**src/rtl/rv_pkg.sv**
```systemverilog
`default_nettype none
// ============================================================================
//  Module      : rv_pkg
//  Description : Shared RV32I opcodes, instruction field positions, stall FSM
//                state encoding and register-use decode helpers.
//  Revision    : 1.0  initial release
// ============================================================================
package rv_pkg;

    localparam logic [6:0] OP_LUI    = 7'b0110111;
    localparam logic [6:0] OP_AUIPC  = 7'b0010111;
    localparam logic [6:0] OP_JAL    = 7'b1101111;
    localparam logic [6:0] OP_OP     = 7'b0110011;
    localparam logic [6:0] OP_STORE  = 7'b0100011;
    localparam logic [6:0] OP_BRANCH = 7'b1100011;

    localparam int c_OPC_LSB = 0;
    localparam int c_OPC_W   = 7;
    localparam int c_RD_LSB  = 7;
    localparam int c_RS1_LSB = 15;
    localparam int c_RS2_LSB = 20;
    localparam int c_REG_W   = 5;

    typedef enum logic [0:0] {
        ST_IDLE  = 1'b0,
        ST_STALL = 1'b1
    } stall_state_t;

    function automatic logic uses_rs1(input logic [c_OPC_W-1:0] opc);
        return !((opc == OP_LUI) || (opc == OP_AUIPC) || (opc == OP_JAL));
    endfunction

    function automatic logic uses_rs2(input logic [c_OPC_W-1:0] opc);
        return (opc == OP_OP) || (opc == OP_STORE) || (opc == OP_BRANCH);
    endfunction

endpackage
`default_nettype wire

```
**src/rtl/fwd_select.sv**
```systemverilog
`default_nettype none
// ============================================================================
//  Module      : fwd_select
//  Description : Priority-encodes one ALU operand source; lowest stage index
//                (nearest stage) wins, x0 is never forwarded.
//  Revision    : 1.0  initial release
// ============================================================================
module fwd_select
    import rv_pkg::*;
#(
    parameter int NUM_FWD = 2,
    parameter int SELW    = $clog2(NUM_FWD + 1)
) (
    input  logic [c_REG_W-1:0]         i_rs,
    input  logic [NUM_FWD*c_REG_W-1:0] i_rd_fwd,
    input  logic [NUM_FWD-1:0]         i_regw_fwd,
    output logic [SELW-1:0]            o_sel
);

    // Walk from the farthest stage inward so the nearest match overwrites.
    always_comb begin
        o_sel = '0;
        for (int k = NUM_FWD - 1; k >= 0; k--) begin
            if (i_regw_fwd[k] && (i_rd_fwd[k*c_REG_W +: c_REG_W] != '0) &&
                (i_rd_fwd[k*c_REG_W +: c_REG_W] == i_rs)) begin
                o_sel = SELW'(k + 1);
            end
        end
    end

endmodule
`default_nettype wire

```
**src/rtl/hazard_fwd_unit.sv**
```systemverilog
`default_nettype none
// ============================================================================
//  Module      : hazard_fwd_unit
//  Description : Operand forwarding select, load-use stall FSM and memory-wait
//                freeze for the in-order RV32I pipeline.
//                Optional macro HAZARD_PERF_EN adds stall/forward counters.
//  Revision    : 1.0  initial release
// ============================================================================
module hazard_fwd_unit
    import rv_pkg::*;
#(
    parameter  int WIDTH    = 32,
    parameter  int NUM_FWD  = 2,
    parameter  int LOAD_LAT = 1,
    localparam int SELW     = $clog2(NUM_FWD + 1)
) (
    input  logic                       clk,
    input  logic                       rst,
    input  logic [WIDTH-1:0]           instr_id,
    input  logic [WIDTH-1:0]           instr_ex,
    input  logic                       mem_read_ex,
    input  logic [NUM_FWD*c_REG_W-1:0] rd_fwd,
    input  logic [NUM_FWD-1:0]         regw_fwd,
    input  logic                       flush_id,
    input  logic                       mem_wait,
    output logic [SELW-1:0]            forward_a,
    output logic [SELW-1:0]            forward_b,
    output logic                       stall_pc,
    output logic                       stall_id,
    output logic                       bubble_ex,
    output logic                       freeze
`ifdef HAZARD_PERF_EN
    ,
    output logic [31:0]                perf_stall_cnt,
    output logic [31:0]                perf_fwd_cnt
`endif
);

    localparam int CW = $clog2(LOAD_LAT + 1);

    logic [c_REG_W-1:0] w_rs1_ex, w_rs2_ex, w_rd_ex, w_rs1_id, w_rs2_id;
    logic [c_OPC_W-1:0] w_opc_id;
    logic               w_hazard;
    logic               w_stall, w_bubble, w_freeze;
    stall_state_t       r_state, w_state_nxt;
    logic [CW-1:0]      r_cnt, w_cnt_nxt;
    logic               w_unused_bits;

    assign w_rs1_ex = instr_ex[c_RS1_LSB +: c_REG_W];
    assign w_rs2_ex = instr_ex[c_RS2_LSB +: c_REG_W];
    assign w_rd_ex  = instr_ex[c_RD_LSB  +: c_REG_W];
    assign w_rs1_id = instr_id[c_RS1_LSB +: c_REG_W];
    assign w_rs2_id = instr_id[c_RS2_LSB +: c_REG_W];
    assign w_opc_id = instr_id[c_OPC_LSB +: c_OPC_W];

    assign w_unused_bits = ^{instr_id[WIDTH-1:25], instr_id[14:7],
                             instr_ex[WIDTH-1:25], instr_ex[14:12], instr_ex[6:0]};

    fwd_select #(.NUM_FWD(NUM_FWD), .SELW(SELW)) u_fwd_a (
        .i_rs       (w_rs1_ex),
        .i_rd_fwd   (rd_fwd),
        .i_regw_fwd (regw_fwd),
        .o_sel      (forward_a)
    );

    fwd_select #(.NUM_FWD(NUM_FWD), .SELW(SELW)) u_fwd_b (
        .i_rs       (w_rs2_ex),
        .i_rd_fwd   (rd_fwd),
        .i_regw_fwd (regw_fwd),
        .o_sel      (forward_b)
    );

    assign w_hazard = mem_read_ex && (w_rd_ex != '0) &&
                      ((uses_rs1(w_opc_id) && (w_rs1_id == w_rd_ex)) ||
                       (uses_rs2(w_opc_id) && (w_rs2_id == w_rd_ex)));

    always_ff @(posedge clk or posedge rst) begin
        if (rst) begin
            r_state <= ST_IDLE;
            r_cnt   <= '0;
        end else begin
            r_state <= w_state_nxt;
            r_cnt   <= w_cnt_nxt;
        end
    end

    // mem_wait outranks flush, which outranks any stall activity.
    always_comb begin
        w_stall     = 1'b0;
        w_bubble    = 1'b0;
        w_freeze    = 1'b0;
        w_state_nxt = r_state;
        w_cnt_nxt   = r_cnt;
        if (mem_wait) begin
            w_freeze = 1'b1;
            w_stall  = 1'b1;
        end else if (flush_id) begin
            w_state_nxt = ST_IDLE;
            w_cnt_nxt   = '0;
        end else begin
            case (r_state)
                ST_IDLE: begin
                    if (w_hazard) begin
                        w_stall  = 1'b1;
                        w_bubble = 1'b1;
                        if (LOAD_LAT > 1) begin
                            w_state_nxt = ST_STALL;
                            w_cnt_nxt   = CW'(LOAD_LAT - 1);
                        end
                    end
                end
                ST_STALL: begin
                    w_stall  = 1'b1;
                    w_bubble = 1'b1;
                    if (r_cnt <= CW'(1)) begin
                        w_state_nxt = ST_IDLE;
                        w_cnt_nxt   = '0;
                    end else begin
                        w_cnt_nxt = r_cnt - CW'(1);
                    end
                end
                default: begin
                    w_state_nxt = ST_IDLE;
                    w_cnt_nxt   = '0;
                end
            endcase
        end
    end

    assign stall_pc  = w_stall  & ~rst;
    assign stall_id  = w_stall  & ~rst;
    assign bubble_ex = w_bubble & ~rst;
    assign freeze    = w_freeze & ~rst;

`ifdef HAZARD_PERF_EN
    logic [31:0] r_perf_stall, r_perf_fwd;

    always_ff @(posedge clk or posedge rst) begin
        if (rst) begin
            r_perf_stall <= '0;
            r_perf_fwd   <= '0;
        end else begin
            if (stall_id && !freeze) r_perf_stall <= r_perf_stall + 32'd1;
            if ((forward_a != '0) || (forward_b != '0)) r_perf_fwd <= r_perf_fwd + 32'd1;
        end
    end

    assign perf_stall_cnt = r_perf_stall;
    assign perf_fwd_cnt   = r_perf_fwd;
`endif

endmodule
`default_nettype wire
```
**config.mk**
```make
export PLATFORM = sky130hd
export DESIGN_NAME = hazard_fwd_unit
export DESIGN_NICKNAME = d
export VERILOG_FILES = /design/src/rtl/rv_pkg.sv /design/src/rtl/fwd_select.sv /design/src/rtl/hazard_fwd_unit.sv
export SDC_FILE = /design/constraint.sdc
export NUM_CORES = 1
export LEC_CHECK = 0
export CORE_MARGIN = 3
export CORE_UTILIZATION = 21
export DETAILED_ROUTE_END_ITERATION = 12
export GPL_ROUTABILITY_DRIVEN = 0
export GPL_TIMING_DRIVEN = 0
export PLACE_DENSITY_LB_ADDON = 0.2
export SYNTH_ARGS = -nofsm -noshare
export SYNTH_HDL_FRONTEND = slang
export SYNTH_SLANG_ARGS = --single-unit
```
**constraint.sdc**
```tcl
create_clock -name clk -period 3.1 [get_ports clk]
set_clock_uncertainty 0.2 [all_clocks]
set_input_delay 0.775 -clock clk [delete_from_list [all_inputs] [get_ports clk]]
set_output_delay 0.775 -clock clk [all_outputs]
set_load 0.01 [all_outputs]
```
==> results.cfg <==
[cells_and_area]
synthToLayoutAreaGrowth_pct = 127.0
stdcell_count = 148
most-common-layout-cells = 24 x sky130_fd_sc_hd__xor2_1, 24 x sky130_fd_sc_hd__clkdlybuf4s50_1, 14 x sky130_fd_sc_hd__buf_2
design_area_sq_um = 1082
layout-drive-gt1-share_pct = 29.75
final-seq-area_sq_um = 0
n_sequential_cell = 0
clock_buffers = 0
fill_cells = 210
layout.nets = 204
n_antenna_cell = 0
layout.core_utilization_pct = 52.49

[power]
combinationalPowerShare_pct = 100.0
leakage_nw = 0.4856
p_int_w = 0.00007656
net_switching_power_figure_w = 0.00005255
power_density_nw_per_um2 = 119.3
seq_power_share_pct = 0
ir_worst_vdd_uv = 55.13
power_frac_clock_pct = 0
net_switching_fraction_of_the_power_pct = 40.70

[yosys]
postSynthNetCount = 144
postSynthAreaPerCell_sq_um = 7.567
synth_cells = 63
synthDistinctLibCells = 22
yosys-mux-area-fraction_pct = 0
yosysSeqAreaShare_pct = 0
post_synth_instance_area_sq_um = 476.7
post_synth_fa_ha_maj_area_fraction_pct = 0
share_of_synthesized_cell_area_in_and_or_nand_and_nor_gates_pct = 34.65
yosys_warnings = 0
post_synthesis_compound_gate_area_fraction_pct = 7.874
synthXorXnorAreaFrac_pct = 55.12
largest_family_of_logic_cells_by_synthesized_area = XOR/XNOR gates

[sta]
period_minus_slack_ns = 3.071
unrepaired_setup_endpoints_after_global_routing = true
timing_max_transition_violations_final = 0
worst_pin_slew_ns = 0.2949
worst_slew_margin_rel_pct = 80.18
timing.final.crit_share_pct = 99.05
max_freq_mhz = 325.7
hold_violations = 0
setup_viol = 0

[global_route]
grt_start_max_net_pins = 4
antenna_violations_before_repair = 0
wire_length_of_the_first_global_routing_pass_mm = 2.787
grt_pass1_vias = 628
grt_usage_pct = 12.66
globalRoute.totalOverflow = 0

[critical_path]
cp-start-kind = primary input
maximum_fanout_along_the_worst_path = 3
worst-endpoint-arrival_ns = 2.10
path_class = primary input to primary output
cp-end-kind = primary output
critical_path_required_ns = 2.12

[floorplanning]
initial_core_util_pct = 23.12
die_x_microns = 53.65
coreArea_sq_um = 2062
die_area_sq_um = 2878
floorplan.die.height_microns = 53.65
boundaryPins = 89
fp-row-count = 16

[detailed_routing]
total_iterations_of_the_first_detailed_routing_run = 4
avgRoutedWirePerCell_microns = 13.09
route.antenna.remaining_nets = 0
drt_iter0_drc = 5
vias_per_cell = 4.453
route.final.wire_length_mm = 1.937
remaining_drc_errors = 0
num_vias = 659

[hold_path]
worst_hold_path_type = primary input to primary output
holdPathStages = 4

[run_status]
run_status = finished clean

[placed_design]
place.detailed.instances = 146
place_hpwl_mm = 1.661
postPlaceCellArea_sq_um = 1071
buffer_ports.inserted = 56

[clock_tree]
ctsHoldBuffers = 0

[flow_run]
max_cap_viol_count = 0
==> power by group through the flow <==
| stage | Combinational [W] | Clock (W) | Sequential, W |
|---|---|---|---|
| 2_1_floorplan | 0.0000409 | 0 | 0 |
| 3_3_place_gp | 0.000126 | 0 | 0 |
| 3_5_place_dp | 0.000128 | 0 | 0 |
| 4_1_cts | 0.000124 | 0 | 0 |
| 5_1_grt | 0.000140 | 0 | 0 |
| 6_report | 0.000129 | 0 | 0 |
==> timing repair <==
item / in CTS / in global routing
gates resized for setup: 97 / 20
setup endpoints to repair: 7 / 7
pin swaps: 13 / 10
buffers inserted: 1 / 2
==> layer usage <==
layer	share of wire (%)	up-vias	routed length [microns]	global-route usage [%]
met5	0	-	0	0
met4	0	0	0	0
met3	5.5	0	107	0.8310
met2	52	21	999	21.84
met1	43	292	830	18.14
li1	-	346	-	-
==> final timing paths <==
kind / slack [ns] / from / to
worst max-delay path: 0.03 / rd_fwd[2] / forward_b[1]
worst min-delay path: 1.80 / rd_fwd[3] / forward_a[0]
==> cells by family (layout without fill, tap and decap cells) <==
logic type             Yosys count  in the layout
buffers and inverters            2             60
AND/OR/NAND/NOR                 26             26
AO/OA/AOI/OAI                    5              5
XOR/XNOR                        30             30
==> Yosys cell counts <==
cell type                   number  area [sq um]
sky130_fd_sc_hd__xnor2_1         6         52.55
sky130_fd_sc_hd__buf_4           1         7.510
sky130_fd_sc_hd__nand4_1         2         12.51
sky130_fd_sc_hd__nor3_1          2         10.01
sky130_fd_sc_hd__and4_1          1         8.760
sky130_fd_sc_hd__xor2_1         24         210.2
sky130_fd_sc_hd__nor2_1          4         15.01
sky130_fd_sc_hd__o2111ai_1       1         8.760
sky130_fd_sc_hd__nand3_1         3         15.01
sky130_fd_sc_hd__nand2_1         1         3.750
sky130_fd_sc_hd__or4_1           5         37.54
sky130_fd_sc_hd__nor2b_1         1         6.260
sky130_fd_sc_hd__o21ai_1         1         5.000
sky130_fd_sc_hd__nand2b_1        1         6.260
sky130_fd_sc_hd__inv_1           1         3.750
sky130_fd_sc_hd__o211a_1         1         10.01
sky130_fd_sc_hd__a21oi_1         1         5.000
sky130_fd_sc_hd__and2_0          1         6.260
sky130_fd_sc_hd__o21ai_2         1         8.760
sky130_fd_sc_hd__and3_1          1         6.260
sky130_fd_sc_hd__nor4_2          2         25.02
sky130_fd_sc_hd__nor4_1          2         12.51
==> cell type report <==
type	instances	area, sq um	share of cell area, %
Tap cell	27	33.78	3.121
Inverter	1	3.754	0.3468
Multi-Input combinational cell	61	528.0	48.79
Timing Repair Buffer	59	516.7	47.75
==> worst max-delay path: stages <==
cell and delay (ns):
sky130_fd_sc_hd__buf_8 0.10, sky130_fd_sc_hd__or4_4 0.55, sky130_fd_sc_hd__o21ai_4 0.19, sky130_fd_sc_hd__nor4_4 0.06
sky130_fd_sc_hd__nor4_2 0.26, sky130_fd_sc_hd__buf_2 0.17
==> stage by stage <==
stage | power [W] | setup WS [ns] | setup TNS, ns | hold slack (ns)
after floorplan | 0.00004091 | 0.2062 | 0 | 1.394
after global placement | 0.0001262 | -0.8271 | -4.489 | 2.372
after detailed placement | 0.0001277 | -0.8573 | -4.573 | 2.368
after CTS | 0.0001238 | 0.002648 | 0 | 1.821
after global routing | 0.0001399 | -0.01882 | -0.03563 | 1.830
final | 0.0001291 | 0.02938 | 0 | 1.796
(Power assumes the default switching activity.)
